[src/rtl/dmem_pkg.sv]
// Shared definitions for the core-side data-memory requester: FSM encoding,
// the request record and default parameters.
package dmem_pkg;

  localparam int unsigned DMEM_WIDTH      = 8;
  localparam int unsigned DMEM_WAIT_LIMIT = 255;

  typedef enum logic [1:0] {
    IDLE  = 2'd0,
    ISSUE = 2'd1,
    GAP   = 2'd2
  } dmem_state_e;

  typedef struct packed {
    logic                  we;
    logic [DMEM_WIDTH-1:0] addr;
    logic [DMEM_WIDTH-1:0] wdata;
  } dmem_req_t;

endpackage

[src/rtl/dmem_req_slot.sv]
// One-entry request holding register with a full flag; a load in the same
// cycle as a clear replaces the entry rather than emptying it.
module dmem_req_slot
  import dmem_pkg::*;
#(
  parameter type req_t = dmem_req_t
) (
  input  logic clk_i,
  input  logic rst_i,
  input  logic ld_i,
  input  logic clr_i,
  input  req_t d_i,
  output logic full_o,
  output req_t q_o
);

  logic full_q;
  req_t data_q;

  always_ff @(posedge clk_i or posedge rst_i) begin
    if (rst_i) begin
      full_q <= 1'b0;
      data_q <= '0;
    end else if (ld_i) begin
      full_q <= 1'b1;
      data_q <= d_i;
    end else if (clr_i) begin
      full_q <= 1'b0;
    end
  end

  assign full_o = full_q;
  assign q_o    = data_q;

endmodule

[src/rtl/dmem_requester.sv]
// Core-side initiator for the shared data-memory controller: active + pending
// request slots, ISSUE/GAP handshake with the controller, sticky wait timeout.
module dmem_requester
  import dmem_pkg::*;
#(
  parameter int unsigned WIDTH      = DMEM_WIDTH,
  parameter int unsigned WAIT_LIMIT = DMEM_WAIT_LIMIT
) (
  input  logic             Clk,
  input  logic             Rst,
  input  logic             req_valid,
  output logic             req_ready,
  input  logic             req_we,
  input  logic [WIDTH-1:0] req_addr,
  input  logic [WIDTH-1:0] req_wdata,
  output logic             rsp_valid,
  output logic [WIDTH-1:0] rsp_rdata,
  output logic             busy,
  output logic             err_timeout,
  output logic             memREAD,
  output logic             memWE,
  output logic [WIDTH-1:0] AR,
  output logic [WIDTH-1:0] DR,
  input  logic [WIDTH-1:0] MEM,
  input  logic             memAV
);

  typedef struct packed {
    logic             we;
    logic [WIDTH-1:0] addr;
    logic [WIDTH-1:0] wdata;
  } req_t;

  localparam int unsigned CW = ($clog2(WAIT_LIMIT + 1) > 8) ? $clog2(WAIT_LIMIT + 1) : 8;
  localparam logic [CW-1:0] LIMIT_C = CW'(WAIT_LIMIT);
  localparam logic [CW-1:0] ONE_C   = {{(CW-1){1'b0}}, 1'b1};

  dmem_state_e      state_q;
  logic             memREAD_q, memWE_q;
  logic             rsp_valid_q, busy_q, err_q;
  logic [WIDTH-1:0] rsp_rdata_q;
  logic [CW-1:0]    wait_q, wait_d;

  req_t new_req, act_d, act_q, pend_q;
  logic act_full, pend_full, act_ld, act_clr, pend_ld, pend_clr;
  logic ready, accept, act_full_nxt, pend_full_nxt;

  assign new_req = {req_we, req_addr, req_wdata};
  assign ready   = !(act_full && pend_full);
  assign accept  = req_valid && ready;
  assign wait_d  = wait_q + ONE_C;

  // The completed request stays in active through GAP; GAP refills active
  // from pending first, else from a request accepted this cycle.
  always_comb begin
    act_ld   = 1'b0;
    act_clr  = 1'b0;
    pend_ld  = 1'b0;
    pend_clr = 1'b0;
    act_d    = new_req;
    case (state_q)
      IDLE:  act_ld  = accept;
      ISSUE: pend_ld = accept;
      GAP: begin
        if (pend_full) begin
          act_ld   = 1'b1;
          act_d    = pend_q;
          pend_clr = 1'b1;
        end else if (accept) begin
          act_ld = 1'b1;
        end else begin
          act_clr = 1'b1;
        end
      end
      default: ;
    endcase
  end

  assign act_full_nxt  = act_ld  || (act_full  && !act_clr);
  assign pend_full_nxt = pend_ld || (pend_full && !pend_clr);

  dmem_req_slot #(.req_t(req_t)) u_active (
    .clk_i  (Clk),
    .rst_i  (Rst),
    .ld_i   (act_ld),
    .clr_i  (act_clr),
    .d_i    (act_d),
    .full_o (act_full),
    .q_o    (act_q)
  );

  dmem_req_slot #(.req_t(req_t)) u_pending (
    .clk_i  (Clk),
    .rst_i  (Rst),
    .ld_i   (pend_ld),
    .clr_i  (pend_clr),
    .d_i    (new_req),
    .full_o (pend_full),
    .q_o    (pend_q)
  );

  always_ff @(posedge Clk or posedge Rst) begin
    if (Rst) begin
      state_q     <= IDLE;
      memREAD_q   <= 1'b0;
      memWE_q     <= 1'b0;
      rsp_valid_q <= 1'b0;
      rsp_rdata_q <= '0;
      busy_q      <= 1'b0;
      err_q       <= 1'b0;
      wait_q      <= '0;
    end else begin
      rsp_valid_q <= 1'b0;
      busy_q      <= act_full_nxt || pend_full_nxt;
      case (state_q)
        IDLE, GAP: begin
          if (act_ld) begin
            state_q   <= ISSUE;
            memREAD_q <= !act_d.we;
            memWE_q   <= act_d.we;
            wait_q    <= '0;
          end else begin
            state_q <= IDLE;
          end
        end
        ISSUE: begin
          if (memAV) begin
            if (!act_q.we) rsp_rdata_q <= MEM;
            rsp_valid_q <= 1'b1;
            memREAD_q   <= 1'b0;
            memWE_q     <= 1'b0;
            state_q     <= GAP;
          end else if (wait_q != LIMIT_C) begin
            wait_q <= wait_d;
            if (wait_d == LIMIT_C) err_q <= 1'b1;
          end
        end
        default: state_q <= IDLE;
      endcase
    end
  end

  assign req_ready   = ready;
  assign rsp_valid   = rsp_valid_q;
  assign rsp_rdata   = rsp_rdata_q;
  assign busy        = busy_q;
  assign err_timeout = err_q;
  assign memREAD     = memREAD_q;
  assign memWE       = memWE_q;
  assign AR          = (memREAD_q || memWE_q) ? act_q.addr  : '0;
  assign DR          = (memREAD_q || memWE_q) ? act_q.wdata : '0;

endmodule
[config.mk]
export PLATFORM = sky130hd
export DESIGN_NAME = dmem_requester
export DESIGN_NICKNAME = d
export VERILOG_FILES = /design/src/rtl/dmem_pkg.sv /design/src/rtl/dmem_req_slot.sv /design/src/rtl/dmem_requester.sv
export SDC_FILE = /design/constraint.sdc
export NUM_CORES = 1
export LEC_CHECK = 0
export BUFFER_PORTS_ARGS = -buffer_cell sky130_fd_sc_hd__buf_2
export CAP_MARGIN = 20
export CORE_AREA = 2 2 78 80
export DETAILED_ROUTE_END_ITERATION = 10
export DIE_AREA = 0 0 80 82
export PLACE_DENSITY = 0.69
export SLEW_MARGIN = 20
export SYNTH_ARGS = -nofsm -noshare
export SYNTH_HDL_FRONTEND = slang
export SYNTH_SLANG_ARGS = --single-unit
[constraint.sdc]
create_clock -name Clk -period 1.9 [get_ports Clk]
set_input_delay 0.38 -clock Clk [delete_from_list [all_inputs] [get_ports Clk]]
set_output_delay 0.38 -clock Clk [all_outputs]
set_load 0.05 [all_outputs]
==> metrics.md <==
| Metric | Value |
|---|---|
| Fin. max-slew vios | `0` |
| Die extent in x | `80 um` |
| Total number of vias | `about 2000` |
| Yosys reg bits | `59` |
| Diode count | `0` |
| Drt pass-1 iters | `4` |
| Status | `completed` |
| Routed WL | `5250 um` |
| RSZ-0062 raised after global routing | `no` |
| Mapped Cells | `246` |
| CTS max path bufs | `2` |
| Crit path max fanout | `16` |
| Final count of hold timing violations | `0` |
| Data required, critical path | `about 1500 ps` |
| WL per Instance | `around 13 um` |
| Port Buf Inserts | `58` |
| Net count reported at finish | `approximately 340` |
| Clock Power Share | `17.0%` |
| Pint | `~3.3 mW` |
| Synthesized cell area | `roughly 2700 sq um` |
| Tot Pwr | `6.00 mW` |
| DR iter-0 viols | `78` |
| Worst Setup Path Type | `flop to output port` |
| Post-synth ARST share | `100%` |
| H-tree levels | `3` |
| Crit path to | `AR[1]` |
| Power Density | `~1800 nW/um^2` |
| Vias/cell | `between 5 and 6` |
| Yosys top cell area share | `55.3%` |
| Net Sw Frac | `~45%` |
| Clk sinks | `59` |
| Global-route total usage across every layer | `approximately 18%` |
| Worst Hold Class | `primary input to asynchronous set/reset pin` |
| Cell taking the most area after synthesis | `dfrtp_1` |
| Tcrit/Tclk final | `91.7%` |
| FILL cells | `540` |
| Worst R2R End | `wait_q[6]$_DFFE_PP0P_` |
| Remaining DRCs | `0` |
| Gp weighted congestion | `0.818` |
| Min cycle time layout | `1740 ps` |
| Worst Max-Slew Pin Slew | `512 ps` |
| Largest net degree at the start of global routing | `60` |
| Leakage | `between 1.5 and 2 nW` |
| Post-Syn Nets | `277` |
| Clock Pin Slew Worst Setup and Hold Paths | `60 ps` |
| Worst Setup Start Kind | `flop` |
| Hold buffer count at cts | `0` |
| First-pass GRT wire length | `8800 um` |
| Relative slew slack | `between 60% and 70%` |
| Switching power of the nets | `2.68 mW` |
| Full die area | `6560 sq um` |
| Reg2Reg Depth | `5` |
| Maxcap violations | `0` |
| Part of the power in registers | `a little over a third` |
| Max Clock Freq | `574 MHz` |
| Worst setup EP type | `output port` |
| Inst Count DP | `376` |
| Reg2Reg Setup Slack | `220 ps` |
| Sequential area share after synthesis | `a little under three fifths` |
| Antenna violations before repair | `0` |
| Number of global-route vias before repair | `between 1500 and 2000` |
| Setup Viol. Count Final | `0` |
| Die Y | `82 um` |
| Clk_skew | `7.16 ps` |
| Antenna-violating nets left | `0` |
| CTS tree | `built` |
| Syn avg cell area | `10.8 sq um` |
| Final cell count without fillers | `about 390` |
| Total grt overflow | `0` |
| Initial core utilization | `46.4%` |
| Yosys warns | `0` |
| Number of synthesized flops with an enable pin | `0` |
| Share of cells above drive strength 1 | `39.6%` |
| Maximum VDD drop | `0.00102 V` |
| Core area | `5750 sq um` |
| R2r startpoint | `wait_q[0]$_DFFE_PP0P_` |
| Total Neg Setup Slack | `0 ps` |
| Gate power share | `47.9%` |
| Placement Rows | `28` |
| Root buffer cell | `clkbuf_8` |
| Worst Setup SP | `memWE$_DFFE_PP0P_` |
| Total CTS buffers | `9` |
| Clock latency on the worst-skew pair | `330 ps` |
| Layout Area Growth over Synthesis | `22.7%` |
| DP Wirelength | `3560 um` |
| WP data arrival | `1360 ps` |
| Top FF cell, synth | `dfrtp_1` |
| Main area contributors after synthesis | `dfrtp_1 55%, mux2_2 11%, nand2_1 5.2%` |
| Synth cell types | `39` |
| Io pins | `59` |
-- metal layers --
metal  track usage [%]  vias up  share of wire, %
met2              27.1       51                47
met1              23.5      959                47
met4              6.27        0               1.4
met3              6.15        9               5.3
li1                  -      984                 -
met5                 0        -                 0
-- sequential cells by signal, indices dropped and copies added (netlist names) --
register          cells
u_active.q_o         17
u_pending.q_o        17
rsp_rdata             8
wait_q                8
state_q               2
busy                  1
err_timeout           1
memREAD               1
memWE                 1
rsp_valid             1
u_active.full_o       1
u_pending.full_o      1
-- per-stage QoR --
step,instance area [sq um],hold slack (ps),worst slack (ps),utilization (%)
detailed placement,3090,444,235,53.8
global route,3270,117,62.9,57.0
CTS,3270,113,83.4,56.9
finish,3270,98.9,158,57.0
floorplan,2700,480,-52.2,-
global placement,3090,439,246,53.8
-- critical path, stage by stage, from the launching register on --
cell and delay [ps]:
dfrtp_1 410, nor2_2 130, buf_6 210, nor2b_1 70, buf_2 210
-- power groups by stage --
stage | Sequential (mW) | Combinational (mW) | Clock [mW]
floorplan | 2.44 | 1.94 | 0
global placement | 2.10 | 2.85 | 0
detailed placement | 2.11 | 2.90 | 0
CTS | 2.10 | 2.90 | 1.05
global route | 2.17 | 3.09 | 1.12
finish | 2.10 | 2.87 | 1.02
-- cell families after synthesis --
| kind of cell | share of synthesized area, % |
|---|---|
| mux | 10.9 |
| compound gates | 10.6 |
| simple gates | 19.0 |
| buf+inv | 2.86 |
| flops | 55.3 |
| xor+xnor | 0.328 |
| fa+ha+maj | 0.938 |
-- worst min-delay path by stage --
stage	start	endpoint	slack, ps
5_1_grt	Rst	err_timeout$_DFFE_PP0P_	120
3_5_place_dp	err_timeout$_DFFE_PP0P_	err_timeout$_DFFE_PP0P_	440
6_report	Rst	err_timeout$_DFFE_PP0P_	100
4_1_cts	Rst	wait_q[7]$_DFFE_PP0P_	110
2_1_floorplan	u_pending.q_o[10]$_DFFE_PP0P_	u_pending.q_o[10]$_DFFE_PP0P_	480
3_3_place_gp	err_timeout$_DFFE_PP0P_	err_timeout$_DFFE_PP0P_	440
-- area by class of cell --
class / instances / area, sq um / area share (%)
Sequential cell: 59 / 1480 / 45.1
Multi-Input combinational cell: 172 / 1150 / 35.0
Timing Repair Buffer: 65 / 359 / 11.0
Clock buffer: 13 / 169 / 5.16
Tap cell: 75 / 93.8 / 2.87
Inverter: 5 / 18.8 / 0.573
Clock inverter: 2 / 10.0 / 0.306
-- cell usage after synthesis, types with 4 or more instances --
cell and instances:
nand2_1 37, nor2_1 22, nor2b_1 16, clkbuf_1 4, buf_2 4, a21oi_1 6
a31oi_1 16, mux2_2 25, o21ai_0 4, inv_1 5, dfrtp_1 59, a21o_1 6
nand3_1 5
-- layout by cell type, fill, tap and decap left out, types with 2 or more instances in the layout --
cell type,netlist,final
clkinv_2,0,2
nand3b_1,3,3
mux2_2,25,25
nor2b_2,1,10
inv_1,5,4
o2bb2ai_1,2,2
nand2b_1,2,2
buf_2,4,58
a31oi_1,16,16
nor2_1,22,21
nand3_1,5,5
ha_1,2,2
or3_1,3,3
nor2b_1,16,6
o21ai_0,4,4
nand4_1,2,2
and3_1,2,2
nand3_2,2,2
dfrtp_1,59,59
clkbuf_8,0,12
a21oi_1,6,6
buf_4,0,5
nor2_2,1,2
a21o_1,6,6
nand2_1,37,37
-- what timing repair did --
action	CTS	global route
gates resized for setup	0	1
setup endpoints to repair	0	7
setup buffers	0	0
Power figures use the tool's default switching activity.
